--- src/rtl/systolic_input_skewer_pkg.sv ---
// -----------------------------------------------------------------------------
// systolic_input_skewer_pkg
// Shared definitions for the systolic input skewer: FSM state encoding and
// the run-length helpers (wavefront stream length and drain length) as a
// function of the array dimension.
// -----------------------------------------------------------------------------
package systolic_input_skewer_pkg;

  typedef enum logic [2:0] {
    ST_IDLE   = 3'd0,
    ST_LOAD   = 3'd1,
    ST_CLEAR  = 3'd2,
    ST_STREAM = 3'd3,
    ST_DRAIN  = 3'd4,
    ST_DONE   = 3'd5
  } skew_state_t;

  // A full diagonal wavefront over SIZE lanes lasts 2*SIZE-1 steps.
  function automatic int stream_len(input int size);
    return 2 * size - 1;
  endfunction

  // Zero cycles needed for the last wavefront to ripple through the array.
  function automatic int drain_len(input int size);
    return size;
  endfunction

endpackage

--- src/rtl/systolic_input_skewer_lane_select.sv ---
// -----------------------------------------------------------------------------
// systolic_lane_select
// Window selector for one skewed lane. Lane LANE shows buffered beat
// d = step - LANE when 0 <= d < SIZE, otherwise zero.
// Ports:
//   step   : current wavefront step
//   col_a  : column LANE of the A buffer, beat j at [j*I_BITS +: I_BITS]
//   col_b  : column LANE of the B buffer, same packing
//   lane_a : selected A element (or 0)
//   lane_b : selected B element (or 0)
// -----------------------------------------------------------------------------
module systolic_lane_select #(
  parameter int SIZE   = 4,
  parameter int I_BITS = 8,
  parameter int LANE   = 0,
  parameter int CNT_W  = 3
) (
  input  logic [CNT_W-1:0]       step,
  input  logic [SIZE*I_BITS-1:0] col_a,
  input  logic [SIZE*I_BITS-1:0] col_b,
  output logic [I_BITS-1:0]      lane_a,
  output logic [I_BITS-1:0]      lane_b
);

  // Matching step against every legal beat keeps all part-selects constant
  // and makes out-of-window steps fall through to zero naturally.
  always_comb begin
    lane_a = '0;
    lane_b = '0;
    for (int j = 0; j < SIZE; j++) begin
      if (int'(step) == j + LANE) begin
        lane_a = col_a[j*I_BITS +: I_BITS];
        lane_b = col_b[j*I_BITS +: I_BITS];
      end
    end
  end

endmodule

--- src/rtl/systolic_input_skewer.sv ---
// -----------------------------------------------------------------------------
// systolic_input_skewer
// Feeder for a SIZE x SIZE systolic array. Collects SIZE A/B vector pairs over
// valid/ready, then emits a one-cycle clear pulse, a diagonal wavefront (lane k
// delayed k cycles, zero outside its window), an optional all-zero drain, and
// a one-cycle done pulse.
// Build option: define SYSTOLIC_SKEWER_DRAIN_EN to include the SIZE-cycle
// drain phase; without it the stream goes straight to done.
// Ports:
//   i_clock, i_reset       : clock, asynchronous active-high reset
//   i_valid / o_ready      : input beat handshake
//   i_a_vec, i_b_vec       : operand vectors, element k at [k*I_BITS +: I_BITS]
//   o_a_full, o_b_full     : skewed lanes to the array (registered)
//   o_stream_valid         : wavefront/drain data present (registered)
//   o_clear                : one-cycle array clear pulse (registered)
//   o_done                 : one-cycle end-of-run pulse (registered)
// -----------------------------------------------------------------------------
module systolic_input_skewer
  import systolic_input_skewer_pkg::*;
#(
  parameter int SIZE   = 4,
  parameter int I_BITS = 8
) (
  input  logic                   i_clock,
  input  logic                   i_reset,
  input  logic                   i_valid,
  output logic                   o_ready,
  input  logic [SIZE*I_BITS-1:0] i_a_vec,
  input  logic [SIZE*I_BITS-1:0] i_b_vec,
  output logic [SIZE*I_BITS-1:0] o_a_full,
  output logic [SIZE*I_BITS-1:0] o_b_full,
  output logic                   o_stream_valid,
  output logic                   o_clear,
  output logic                   o_done
);

  localparam int CNT_W      = $clog2(2 * SIZE);
  localparam int BEAT_W     = (SIZE > 1) ? $clog2(SIZE) : 1;
  localparam int STREAM_LEN = stream_len(SIZE);
  localparam int DRAIN_LEN  = drain_len(SIZE);

  skew_state_t             state;
  logic [CNT_W-1:0]        step;
  logic [BEAT_W-1:0]       beat;
  logic [SIZE*I_BITS-1:0]  buf_a [SIZE];
  logic [SIZE*I_BITS-1:0]  buf_b [SIZE];
  logic [SIZE*I_BITS-1:0]  lanes_a;
  logic [SIZE*I_BITS-1:0]  lanes_b;
  logic                    accept;

  // Ready is held low while reset is asserted so nothing is accepted then.
  assign o_ready = ~i_reset & ((state == ST_IDLE) | (state == ST_LOAD));
  assign accept  = i_valid & o_ready;

  // Control: FSM, beat index, step counter and operand buffers
  always_ff @(posedge i_clock or posedge i_reset) begin
    if (i_reset) begin
      state <= ST_IDLE;
      step  <= '0;
      beat  <= '0;
      for (int j = 0; j < SIZE; j++) begin
        buf_a[j] <= '0;
        buf_b[j] <= '0;
      end
    end else begin
      case (state)
        ST_IDLE, ST_LOAD: begin
          if (accept) begin
            buf_a[beat] <= i_a_vec;
            buf_b[beat] <= i_b_vec;
            if (beat == BEAT_W'(SIZE - 1)) begin
              beat  <= '0;
              state <= ST_CLEAR;
            end else begin
              beat  <= beat + 1'b1;
              state <= ST_LOAD;
            end
          end
        end
        ST_CLEAR: begin
          step  <= '0;
          state <= ST_STREAM;
        end
        ST_STREAM: begin
          if (step == CNT_W'(STREAM_LEN - 1)) begin
            step  <= '0;
`ifdef SYSTOLIC_SKEWER_DRAIN_EN
            state <= ST_DRAIN;
`else
            state <= ST_DONE;
`endif
          end else begin
            step <= step + 1'b1;
          end
        end
        ST_DRAIN: begin
          if (step == CNT_W'(DRAIN_LEN - 1)) begin
            step  <= '0;
            state <= ST_DONE;
          end else begin
            step <= step + 1'b1;
          end
        end
        ST_DONE: state <= ST_IDLE;
        default: state <= ST_IDLE;
      endcase
    end
  end

  // Per-lane window selection over the transposed buffer columns
  for (genvar k = 0; k < SIZE; k++) begin : g_lane
    logic [SIZE*I_BITS-1:0] col_a;
    logic [SIZE*I_BITS-1:0] col_b;
    for (genvar j = 0; j < SIZE; j++) begin : g_col
      assign col_a[j*I_BITS +: I_BITS] = buf_a[j][k*I_BITS +: I_BITS];
      assign col_b[j*I_BITS +: I_BITS] = buf_b[j][k*I_BITS +: I_BITS];
    end
    systolic_lane_select #(
      .SIZE   (SIZE),
      .I_BITS (I_BITS),
      .LANE   (k),
      .CNT_W  (CNT_W)
    ) u_sel (
      .step   (step),
      .col_a  (col_a),
      .col_b  (col_b),
      .lane_a (lanes_a[k*I_BITS +: I_BITS]),
      .lane_b (lanes_b[k*I_BITS +: I_BITS])
    );
  end

  // Output register stage: outputs reflect the state one cycle later
  always_ff @(posedge i_clock or posedge i_reset) begin
    if (i_reset) begin
      o_a_full       <= '0;
      o_b_full       <= '0;
      o_stream_valid <= 1'b0;
      o_clear        <= 1'b0;
      o_done         <= 1'b0;
    end else begin
      o_a_full       <= (state == ST_STREAM) ? lanes_a : '0;
      o_b_full       <= (state == ST_STREAM) ? lanes_b : '0;
      o_stream_valid <= (state == ST_STREAM) | (state == ST_DRAIN);
      o_clear        <= (state == ST_CLEAR);
      o_done         <= (state == ST_DONE);
    end
  end

endmodule
--- config.mk ---
export PLATFORM = sky130hd
export DESIGN_NAME = systolic_input_skewer
export DESIGN_NICKNAME = d
export VERILOG_FILES = /design/src/rtl/systolic_input_skewer_pkg.sv /design/src/rtl/systolic_input_skewer_lane_select.sv /design/src/rtl/systolic_input_skewer.sv
export SDC_FILE = /design/constraint.sdc
export NUM_CORES = 1
export LEC_CHECK = 0
export ABC_AREA = 0
export CORE_MARGIN = 2
export CORE_UTILIZATION = 35
export DETAILED_ROUTE_END_ITERATION = 10
export SETUP_SLACK_MARGIN = 0.3
export SLEW_MARGIN = 10
export SYNTH_ARGS = -nofsm -noshare
export SYNTH_HDL_FRONTEND = slang
export SYNTH_SLANG_ARGS = --single-unit
--- constraint.sdc ---
create_clock -name i_clock -period 9.2 [get_ports i_clock]
set_input_delay 0.92 -clock i_clock [delete_from_list [all_inputs] [get_ports i_clock]]
set_output_delay 0.92 -clock i_clock [all_outputs]
set_load 0.005 [all_outputs]
==> impl_metrics.yaml <==
status:
  status: "finished, final reports clean"
synth:
  synthXorXnorAreaFrac_pct: 0
  syn_avg_cell_area_sq_um: 13.7
  synth_warnings: 0
  ys_top_cells_by_area: "dfrtp_1 (59%), mux2_2 (21%), a32o_1 (3.4%), buf_6 (1.8%), a21oi_1 (1.8%)"
  synth_top_family_by_area: "multiplexers"
  synth.largest_area_cell: "dfrtp_1"
  synth_edf_count: 0
  synthMuxAreaShare_pct: 20.7
  synth_area_sq_mm: 0.0140
  yosys_register_bits: 331
  ys.flop_type: "dfrtp_1"
  postSynthCellCount: 1024
  synth.distinct_cells: 35
  synth_simple_gate_area_share_pct: 6.13
  yosysSeqAreaShare_pct: 59.0
  async_flop_share_pct: 100
  synth_nets: 1101
  yosys.area.top_type_share_pct: 59.0
  synthAdderAreaFrac_pct: 0.891
  synth-compound-area-share_pct: 9.66
drt:
  vias_per_cell: 5.20
  ant_nets: 0
  wl_microns: 32700
  drt-initial-drc-count: 508
  vias: 8700
  first_pass_iters: 5
  wl_per_cell_microns: 19.5
  drc: 0
grt:
  grt_max_degree: 84
  grt_pass1_wl_microns: 51800
  grt_pass1_vias: 8995
  antenna_found_initial: 0
  grt_overflow: 0
  grt_usage_pct: 15.9
floorplan:
  die_area_sq_mm: 0.0417
  core_area_sq_mm: 0.0396
  fp-row-count: 73
  io_pins: 135
  die_w_microns: 204
  dieHeight_microns: 204
  initial_utilization_pct: 35.4
power:
  p_leak_uw: 0.00724
  power_uw: 5690
  powerDensity_mw_per_mm2: 337
  ir_worst_vdd_mv: 0.143
critical_path:
  critical_path.max_stage_delay_ns: 0.58
  crit_buf_inv: 2
  worst-setup-path-type: "in2out"
  critical_path.max_fanout: 5
  worstSetupStartpointType: "input pin"
  cp_slowest_cell: "clkdlybuf4s50_1"
  path_cells: "clkdlybuf4s50_1, nor3_1, clkdlybuf4s50_1"
  crit_path_frequent_cell: "clkdlybuf4s50_1"
  worst_ep_required_time_ns: 8.28
  path_delay_family: "buffers and inverters"
  crit_path_end_kind: "output pin"
  cp.arrival_ns: 2.36
clocking:
  ctsHtreeMaxLevel: 2
  post-cts-setup-buffer-count: 0
  clock-sinks: 331
  clockRootBuffer: "clkbuf_16"
  clk_path_buf_depth: 3
  cts-resized-gates: 0
  cts_tree: "built"
  path_clk_slew_ns: 0.05
  hold_buffers: 0
  cts_buffers: 37
  clock_latency_ns: 0.51
cells_and_area:
  layout_common_cells: "dfrtp_1 (331), mux2_2 (256), clkdlybuf4s50_1 (134)"
  syn_to_final_growth_pct: 20.1
  n_fill_cell: 3669
  antenna_cells: 0
  mostFrequentLayoutCell: "dfrtp_1"
  drive_gt1_share_pct: 28.9
  layout.nets: 1205
  postLayoutCoreUtil_pct: 42.5
timing:
  tns_ns: 0
  holdWs_ns: 0.493
  fin_crit_sh_pct: 35.7
  tightest_slew_ns: 1.13
  slew_headroom_pct: 24.6
  clock.fmax_ghz: 0.304
  finalClockSkew_ns: 0.0125
  finalMaxSlewViolations: 0
  finalWorstPathRequiredPeriod_ns: 3.28
  setup_violations: 0
  finalHoldViolations: 0
  rsz0062_at_grt: "false"
placement:
  hpwlAfterDp_microns: 18700
  numPortBuffers: 134
  gp_congestion: 0.695
min_path:
  hp-class: "reg2reg"
flow_run:
  drv_cap: 0
## flip-flops by register name, summed over array words and instances, names as in the netlist
register and cells:
o_stream_valid 1, step 3, buf_a 128, o_clear 1
o_done 1, state 3, o_b_full 32, o_a_full 32
buf_b 128, beat 2
## synth_stat cells (2+ instances only)
cell type	count
o21ai_0	37
buf_6	23
nand2_2	3
nor2_1	5
ha_1	10
dfrtp_1	331
and3b_1	17
a32oi_1	2
nand3b_1	2
a32o_1	48
a22oi_1	18
mux2_2	256
inv_1	7
clkbuf_1	52
buf_2	4
nor3_1	17
a31oi_1	16
a221o_1	16
mux2i_1	2
nor3b_1	2
nand2_1	38
nor2b_1	20
a21oi_1	51
nand2b_1	36
## path summary, 6_finish.rpt
path / from / endpoint / slack (ns) / cells past startpoint
worst max register to register: step[1] / o_a_full[18] / 6.27 / 6
worst min register to register: buf_a[45] / buf_a[45] / 0.49 / 1
min in group asynchronous: i_reset / buf_a[38] / 1.15 / 3
worst min-delay path: buf_a[45] / buf_a[45] / 0.49 / 1
max in group asynchronous: i_reset / buf_b[116] / 6.41 / 4
worst max-delay path: i_reset / o_ready / 5.92 / 3
## cell families after synthesis
| group | Yosys count |
|---|---|
| adder cells (fa/ha/maj) | 10 |
| buffers and inverters | 88 |
| flip-flops | 331 |
| AO/OA/AOI/OAI | 191 |
| AND/OR/NAND/NOR | 146 |
| multiplexers | 258 |
## final cells by class
class                   count  area [sq um]  area share, %
well taps                 525           657           3.89
repair buffers            146          1430           8.49
clock buffers              52          1070           6.37
clock inverters             8          75.1          0.445
inverters                   7          30.0          0.178
flip-flops and latches    331          8280           49.1
multi-input cells         605          5320           31.5
## per-layer routing
metal | up-vias | global-route usage, % | routed length [microns]
met2 | 184 | 25.3 | 15400
met5 | - | 0 | 0
met3 | 40 | 2.39 | 1410
li1 | 3942 | - | -
met1 | 4534 | 22.8 | 15400
met4 | 0 | 3.49 | 509
## through the flow
step / setup WS (ns) / std cells / area, sq um
3_5_place_dp: 5.60 / 1614 / 15700
2_1_floorplan: 3.86 / 1024 / 14000
3_3_place_gp: 5.67 / 1614 / 15700
5_1_grt: 5.85 / 1674 / 16900
6_report: 5.92 / 1674 / 16900
4_1_cts: 5.95 / 1674 / 16900
## power by group
| part | internal (uW) | total, uW | switching, uW |
|---|---|---|---|
| registers | 2120 | 2440 | 325 |
| logic | 982 | 1850 | 866 |
| clock network | 838 | 1400 | 563 |
| total | 3940 | 5690 | 1750 |
Power figures use the tool's default switching activity.
